`src/rtl/palette_lut_pipe_if.sv`:
```
// rtl/palette_lut_pipe_if.sv - pixel, palette-write and RGB signal bundle for palette_lut_pipe
interface palette_lut_pipe_if #(
  parameter int IDX_W = 4,
  parameter int CH_W  = 8
);
  logic                 wr_en;
  logic [IDX_W-1:0]     wr_addr;
  logic [3*CH_W-1:0]    wr_data;
  logic                 frame_start;
  logic                 pix_valid;
  logic                 ch_on;
  logic [IDX_W-1:0]     fg_idx;
  logic [IDX_W-1:0]     bg_idx;
  logic                 blink_en;
  logic                 out_valid;
  logic [CH_W-1:0]      red;
  logic [CH_W-1:0]      green;
  logic [CH_W-1:0]      blue;
  logic                 blink_phase;

  modport master (
    output wr_en, wr_addr, wr_data, frame_start,
    output pix_valid, ch_on, fg_idx, bg_idx, blink_en,
    input  out_valid, red, green, blue, blink_phase
  );

  modport slave (
    input  wr_en, wr_addr, wr_data, frame_start,
    input  pix_valid, ch_on, fg_idx, bg_idx, blink_en,
    output out_valid, red, green, blue, blink_phase
  );
endinterface

```
`src/rtl/palette_lut_pipe.sv`:
```
// rtl/palette_lut_pipe.sv - two-stage fg/bg palette lookup with run-time writes and frame blink
module palette_lut_pipe #(
  parameter int IDX_W        = 4,
  parameter int CH_W         = 8,
  parameter int BLINK_FRAMES = 30
) (
  input  logic                  i_clk,
  input  logic                  i_rst,
  palette_lut_pipe_if.slave     bus
);
  localparam int DEPTH = 2 ** IDX_W;
  localparam int CNT_W = (BLINK_FRAMES > 1) ? $clog2(BLINK_FRAMES) : 1;
  localparam logic [CNT_W-1:0] CNT_LAST = CNT_W'(BLINK_FRAMES - 1);

  // 8-bit default channel value aligned into CH_W: left-aligned when wider, top bits when narrower
  function automatic logic [CH_W-1:0] chan_fit(input logic [7:0] v);
    logic [CH_W+7:0] t;
    t = {v, {CH_W{1'b0}}};
    return t[CH_W+7 -: CH_W];
  endfunction

  function automatic logic [3*CH_W-1:0] default_entry(input int unsigned idx);
    logic [23:0] rgb8;
    case (idx)
      0:       rgb8 = 24'h3399FF;
      1:       rgb8 = 24'hFFFFFF;
      2:       rgb8 = 24'h000000;
      3:       rgb8 = 24'h339900;
      4:       rgb8 = 24'h993300;
      5:       rgb8 = 24'hFF0000;
      6:       rgb8 = 24'hC0C0C0;
      7:       rgb8 = 24'h808080;
      default: rgb8 = 24'h000000;
    endcase
    return {chan_fit(rgb8[23:16]), chan_fit(rgb8[15:8]), chan_fit(rgb8[7:0])};
  endfunction

  logic [3*CH_W-1:0] r_pal [DEPTH];
  logic [CNT_W-1:0]  r_frame_cnt;
  logic              r_blink_phase;
  logic              r_valid1;
  logic [IDX_W-1:0]  r_sel;
  logic              r_out_valid;
  logic [3*CH_W-1:0] r_rgb;

  logic              w_use_fg;
  logic [IDX_W-1:0]  w_sel;
  logic [3*CH_W-1:0] w_rd_data;

  // Palette table; writes land at the edge so a same-cycle stage-2 read sees the old entry
  always_ff @(posedge i_clk or posedge i_rst) begin
    if (i_rst) begin
      for (int i = 0; i < DEPTH; i++) begin
        r_pal[i] <= default_entry(i);
      end
    end else if (bus.wr_en) begin
      r_pal[bus.wr_addr] <= bus.wr_data;
    end
  end

  always_ff @(posedge i_clk or posedge i_rst) begin
    if (i_rst) begin
      r_frame_cnt   <= '0;
      r_blink_phase <= 1'b0;
    end else if (bus.frame_start) begin
      if (r_frame_cnt == CNT_LAST) begin
        r_frame_cnt   <= '0;
        r_blink_phase <= ~r_blink_phase;
      end else begin
        r_frame_cnt <= r_frame_cnt + 1'b1;
      end
    end
  end

  // Blinking foreground pixels fall back to background during the active phase
  always_comb begin
    w_use_fg = bus.ch_on && !(bus.blink_en && r_blink_phase);
    w_sel    = w_use_fg ? bus.fg_idx : bus.bg_idx;
  end

  always_ff @(posedge i_clk or posedge i_rst) begin
    if (i_rst) begin
      r_valid1 <= 1'b0;
      r_sel    <= '0;
    end else begin
      r_valid1 <= bus.pix_valid;
      r_sel    <= w_sel;
    end
  end

  assign w_rd_data = r_pal[r_sel];

  // Blank cycles force black so the DAC never replays a stale colour
  always_ff @(posedge i_clk or posedge i_rst) begin
    if (i_rst) begin
      r_out_valid <= 1'b0;
      r_rgb       <= '0;
    end else if (r_valid1) begin
      r_out_valid <= 1'b1;
      r_rgb       <= w_rd_data;
    end else begin
      r_out_valid <= 1'b0;
      r_rgb       <= '0;
    end
  end

  assign bus.out_valid   = r_out_valid;
  assign bus.red         = r_rgb[3*CH_W-1 -: CH_W];
  assign bus.green       = r_rgb[2*CH_W-1 -: CH_W];
  assign bus.blue        = r_rgb[CH_W-1:0];
  assign bus.blink_phase = r_blink_phase;
endmodule

```
`src/flat_wrapper.sv`:
```
// flat-port wrapper written by rule: the top's interface ports become plain ports
module palette_lut_pipe_flat 
#(
  parameter int IDX_W        = 4,
  parameter int CH_W         = 8,
  parameter int BLINK_FRAMES = 30
)
  (i_clk, i_rst, bus_wr_en, bus_wr_addr, bus_wr_data, bus_frame_start, bus_pix_valid, bus_ch_on, bus_fg_idx, bus_bg_idx, bus_blink_en, bus_out_valid, bus_red, bus_green, bus_blue, bus_blink_phase);
  palette_lut_pipe_if #(.IDX_W(IDX_W), .CH_W(CH_W)) bus_i ();
  input  logic i_clk;
  input  logic i_rst;
  input wire logic [$bits(bus_i.wr_en)-1:0] bus_wr_en;
  input wire logic [$bits(bus_i.wr_addr)-1:0] bus_wr_addr;
  input wire logic [$bits(bus_i.wr_data)-1:0] bus_wr_data;
  input wire logic [$bits(bus_i.frame_start)-1:0] bus_frame_start;
  input wire logic [$bits(bus_i.pix_valid)-1:0] bus_pix_valid;
  input wire logic [$bits(bus_i.ch_on)-1:0] bus_ch_on;
  input wire logic [$bits(bus_i.fg_idx)-1:0] bus_fg_idx;
  input wire logic [$bits(bus_i.bg_idx)-1:0] bus_bg_idx;
  input wire logic [$bits(bus_i.blink_en)-1:0] bus_blink_en;
  output wire logic [$bits(bus_i.out_valid)-1:0] bus_out_valid;
  output wire logic [$bits(bus_i.red)-1:0] bus_red;
  output wire logic [$bits(bus_i.green)-1:0] bus_green;
  output wire logic [$bits(bus_i.blue)-1:0] bus_blue;
  output wire logic [$bits(bus_i.blink_phase)-1:0] bus_blink_phase;
  assign bus_i.wr_en = bus_wr_en;
  assign bus_i.wr_addr = bus_wr_addr;
  assign bus_i.wr_data = bus_wr_data;
  assign bus_i.frame_start = bus_frame_start;
  assign bus_i.pix_valid = bus_pix_valid;
  assign bus_i.ch_on = bus_ch_on;
  assign bus_i.fg_idx = bus_fg_idx;
  assign bus_i.bg_idx = bus_bg_idx;
  assign bus_i.blink_en = bus_blink_en;
  assign bus_out_valid = bus_i.out_valid;
  assign bus_red = bus_i.red;
  assign bus_green = bus_i.green;
  assign bus_blue = bus_i.blue;
  assign bus_blink_phase = bus_i.blink_phase;
  palette_lut_pipe #(.IDX_W(IDX_W), .CH_W(CH_W), .BLINK_FRAMES(BLINK_FRAMES)) u_core (.i_clk(i_clk), .i_rst(i_rst), .bus(bus_i));
endmodule
```
`config.mk`:
```
export PLATFORM = sky130hd
export DESIGN_NAME = palette_lut_pipe_flat
export DESIGN_NICKNAME = d
export VERILOG_FILES = /design/src/rtl/palette_lut_pipe_if.sv /design/src/rtl/palette_lut_pipe.sv /design/src/flat_wrapper.sv
export SDC_FILE = /design/constraint.sdc
export NUM_CORES = 1
export LEC_CHECK = 0
export CORE_ASPECT_RATIO = 1.1
export CORE_UTILIZATION = 60
export CTS_CLUSTER_DIAMETER = 150
export CTS_CLUSTER_SIZE = 40
export DETAILED_ROUTE_END_ITERATION = 8
export PLACE_DENSITY = 0.84
export RECOVER_POWER = 50
export SLEW_MARGIN = 20
export SYNTH_ARGS = -nofsm -noshare
export SYNTH_HDL_FRONTEND = slang
export SYNTH_SLANG_ARGS = --single-unit
```
`constraint.sdc`:
```
create_clock -name i_clk -period 20.3 [get_ports i_clk]
set_input_delay 4.06 -clock i_clk [delete_from_list [all_inputs] [get_ports i_clk]]
set_output_delay 4.06 -clock i_clk [all_outputs]
set_load 0.01 [all_outputs]
```
==> metrics.md <==
| Metric | Value |
|---|---|
| Combinational group share of total power | approximately 22% |
| Critical Path Start Type | input port |
| Core Util, Final | between 60% and 70% |
| Max Buffers Root-to-Sink | 3 |
| Setup Viol. Count Final | 0 |
| Total net switching power | between 0.5 and 0.6 mW |
| Int Pwr | 1.45 mW |
| I/O Pins | 69 |
| Drt via density | 6.22 |
| P_leak | just under 9 nW |
| DRC marker count from the first detailed-route iteration | about 860 |
| Total track usage | roughly a quarter |
| Sw Ratio | 26.8% |
| Failing checks | max-capacitance violations, max-slew violations |
| Setup ws final | around 11 ns |
| Seq/Total Area, Yosys | 56.3% |
| Yosys top cell area share | 46.1% |
| Post-CTS Setup Inserts | 0 |
| Crit path arrival time | around 9.9 ns |
| VDD IR-drop max | 0.0791 mV |
| DRT Wirelength | around 40 mm |
| Fin Setup TNS | 0 ns |
| Ys async rst share | 100% |
| Crit Path Class | input port to asynchronous set/reset pin |
| Die area | ~32000 µm² |
| RSZ-0062 raised after global routing | no |
| Syn avg cell area | approximately 15 µm² |
| FF-to-FF setup slack | 15.40 ns |
| Fin. Hold Viols | 0 |
| Antenna violations before repair | 0 |
| Synthesis-to-layout area growth | 6.46% |
| H-tree levels | 1 |
| Clk_lat worst skew | between 0.5 and 0.6 ns |
| Pre-CTS WS | ~13 ns |
| RD Place Congestion | about 0.75 |
| Drt pass-1 iters | 4 |
| CTS Buf Count | 14 |
| Synth area leaders | dfrtp_1 46%, mux2_2 23%, dfstp_2 10%, mux2i_1 8.7%, a22oi_1 3.0% |
| Synth cell count leaders | 387 x mux2_2, 347 x dfrtp_1, 163 x mux2i_1 |
| Slew Limit Fails | roughly 350 |
| Yosys top cell by area | dfrtp_1 |
| Reg-to-Reg Start | u_core.r_sel[2]$_DFF_PP0_ |
| Setup Skew | roughly 0.027 ns |
| DR vias | approximately 11000 |
| Post-synth net total | between 1000 and 1500 |
| Hold WS | ~0.48 ns |
| Critical Path End Type | asynchronous set/reset pin |
| Vias in the first global route | between 10000 and 15000 |
| Clock sink count | 420 |
| Post-synth EDFFs | 0 |
| Port-buffer cells | between 60 and 70 |
| Post-synth top flop | dfrtp_1 |
| Post-CTS sizing | 0 |
| Reg power frac | 58.2% |
| Nets | 1328 |
| Unique masters post-synth | 31 |
| CP Data Required Time | about 21 ns |
| Crit path to | u_core.r_sel[0]$_DFF_PP0_ |
| Placement Rows | 67 |
| Proportion of layout cells with a drive suffix above 1 | about two fifths |
| Pin count of the biggest net entering global routing | approximately 170 |
| Slew @ Worst Pin | roughly 6.9 ns |
| Synth Warn # | 0 |
| Die height | between 150 and 200 µm |
| Rel. slew slack | -362% |
| Antenna viol nets, final | 0 |
| Post-Syn Area | approximately 19000 µm² |
| Fmax | 0.107 GHz |
| Count leader, synth | mux2_2 |
| Min cycle time layout | 9.37 ns |
| Status | complete, but fails checks |
| Synthesis-stage register bit count | between 400 and 500 |
| Core footprint | ~31000 µm² |
| Initial core utilization | between 60% and 70% |
| CP Launch Point | i_rst |
| CTS tree | done |
| Clock share of power | around a fifth |
| Post-cts hold buffer count | 0 |
| Die Width | 171 µm |
| CP Max Fanout | between 150 and 200 |
| MaxCap Viol Count | 8 |
| Global route total overflow | 0 |
| Reg clk slew, reported paths | around 0.14 ns |
| Worst reg-to-reg path cell count | 5 |
| Worst r2r dst | u_core.r_rgb[6]$_DFF_PP0_ |
| Post-route DRC | 0 |
| Final worst path period share | ~46% |
| First-pass GRT wire length | around 63 mm |
| Wire per inst | 23.5 µm |
| PwrDens | about 100 nW/µm² |
| Tightest Hold Check Type | flop to flop |
| Gate Count Post-Synth | 1289 |
| Antenna diode count | 0 |
| CTS Root Cell | clkbuf_16 |
| Hpwl dp | roughly 22 mm |
-- how the worst min path moves through the flow --
stage / start / endpoint / slack (ns) / cells after the start
2_1_floorplan: u_core.r_valid1$_DFF_PP0_ / u_core.bus.out_valid$_DFF_PP0_ / 0.37 / 0
3_3_place_gp: u_core.r_valid1$_DFF_PP0_ / u_core.bus.out_valid$_DFF_PP0_ / 0.46 / 0
3_5_place_dp: u_core.r_valid1$_DFF_PP0_ / u_core.bus.out_valid$_DFF_PP0_ / 0.45 / 0
4_1_cts: u_core.r_valid1$_DFF_PP0_ / u_core.bus.out_valid$_DFF_PP0_ / 0.48 / 0
5_1_grt: u_core.r_valid1$_DFF_PP0_ / u_core.bus.out_valid$_DFF_PP0_ / 0.49 / 0
6_report: u_core.r_valid1$_DFF_PP0_ / u_core.bus.out_valid$_DFF_PP0_ / 0.48 / 0
-- cells in the final DEF (no fill, tap or decap), drive strengths merged --
master / Yosys / final
ha: 2 / 2
and3: 2 / 2
o22ai: 25 / 25
mux2: 388 / 388
inv: 2 / 2
xnor2: 1 / 1
clkdlybuf4s50: 0 / 37
a22oi: 76 / 76
nand3: 1 / 1
and4: 1 / 1
o2111ai: 1 / 1
nand3b: 2 / 2
nand2: 47 / 47
nor3b: 1 / 1
nor2: 11 / 11
dlygate4sd3: 0 / 31
nand4: 1 / 1
dfstp: 73 / 73
o21ai: 5 / 5
a21boi: 1 / 1
nor2b: 2 / 2
clkbuf: 41 / 27
dfrtp: 347 / 347
nand2b: 10 / 10
and2: 1 / 1
mux2i: 163 / 163
clkinvlp: 0 / 1
mux4: 20 / 20
buf: 65 / 12
-- layer usage --
| metal | GRT usage [%] | vias to the layer above | part of all wire (%) |
|---|---|---|---|
| met2 | 44.6 | 210 | 51 |
| met1 | 35.1 | 5678 | 43 |
| met3 | 2.32 | 63 | 3.5 |
| met5 | 0 | - | 0 |
| met4 | 7.25 | 0 | 2.7 |
| li1 | - | 4662 | - |
-- power by group through the flow --
| stage | combinational, mW | sequential (mW) | clock (mW) |
|---|---|---|---|
| 3_5_place_dp | 0.446 | 1.17 | 0 |
| 5_1_grt | 0.480 | 1.18 | 0.425 |
| 2_1_floorplan | 0.348 | 1.14 | 0 |
| 4_1_cts | 0.448 | 1.15 | 0.397 |
| 3_3_place_gp | 0.430 | 1.15 | 0 |
| 6_report | 0.440 | 1.15 | 0.388 |
-- logic make-up (layout without fill, tap and decap cells) --
family,after synthesis,after routing,synth area share (%)
muxes,571,571,34.3
DFF,420,420,56.3
AOI/OAI and AO/OA,108,108,4.08
buffers and inverters,108,110,3.10
and+or+nand+nor,79,79,2.03
adders and majority gates,2,2,0.133
xor gates and xnor gates,1,1,0.0465
-- critical path, cell delays in order --
cell and delay [ns]:
dlygate4sd3_1 0.55, clkinvlp_2 3.81, buf_12 0.63, buf_6 0.71
-- flip-flops by register name, indices dropped and copies added, names as in the netlist --
signal,count
u_core.r_frame_cnt,5
u_core.r_rgb,24
u_core.bus.out_valid,1
u_core.r_valid1,1
u_core.r_sel,4
u_core.r_pal,384
u_core.bus.blink_phase,1
-- through the flow --
stage          area [µm²]  total power [mW]  std cells
3_3_place_gp        19700              1.58       1679
5_1_grt             20000              2.08       1705
2_1_floorplan       18800              1.49       1289
3_5_place_dp        19700              1.61       1681
6_report            20000              1.98       1705
4_1_cts             20100              2.00       1705
-- final cells by class --
class,count,area [µm²]
flip-flops and latches,420,10600
repair buffers,84,802
fillers,2255,10600
inverters,2,8.76
clock buffers,23,405
clock inverters,1,20.0
well taps,414,518
multi-input cells,761,7680
Note: power is estimated with default switching activity, not from simulation.
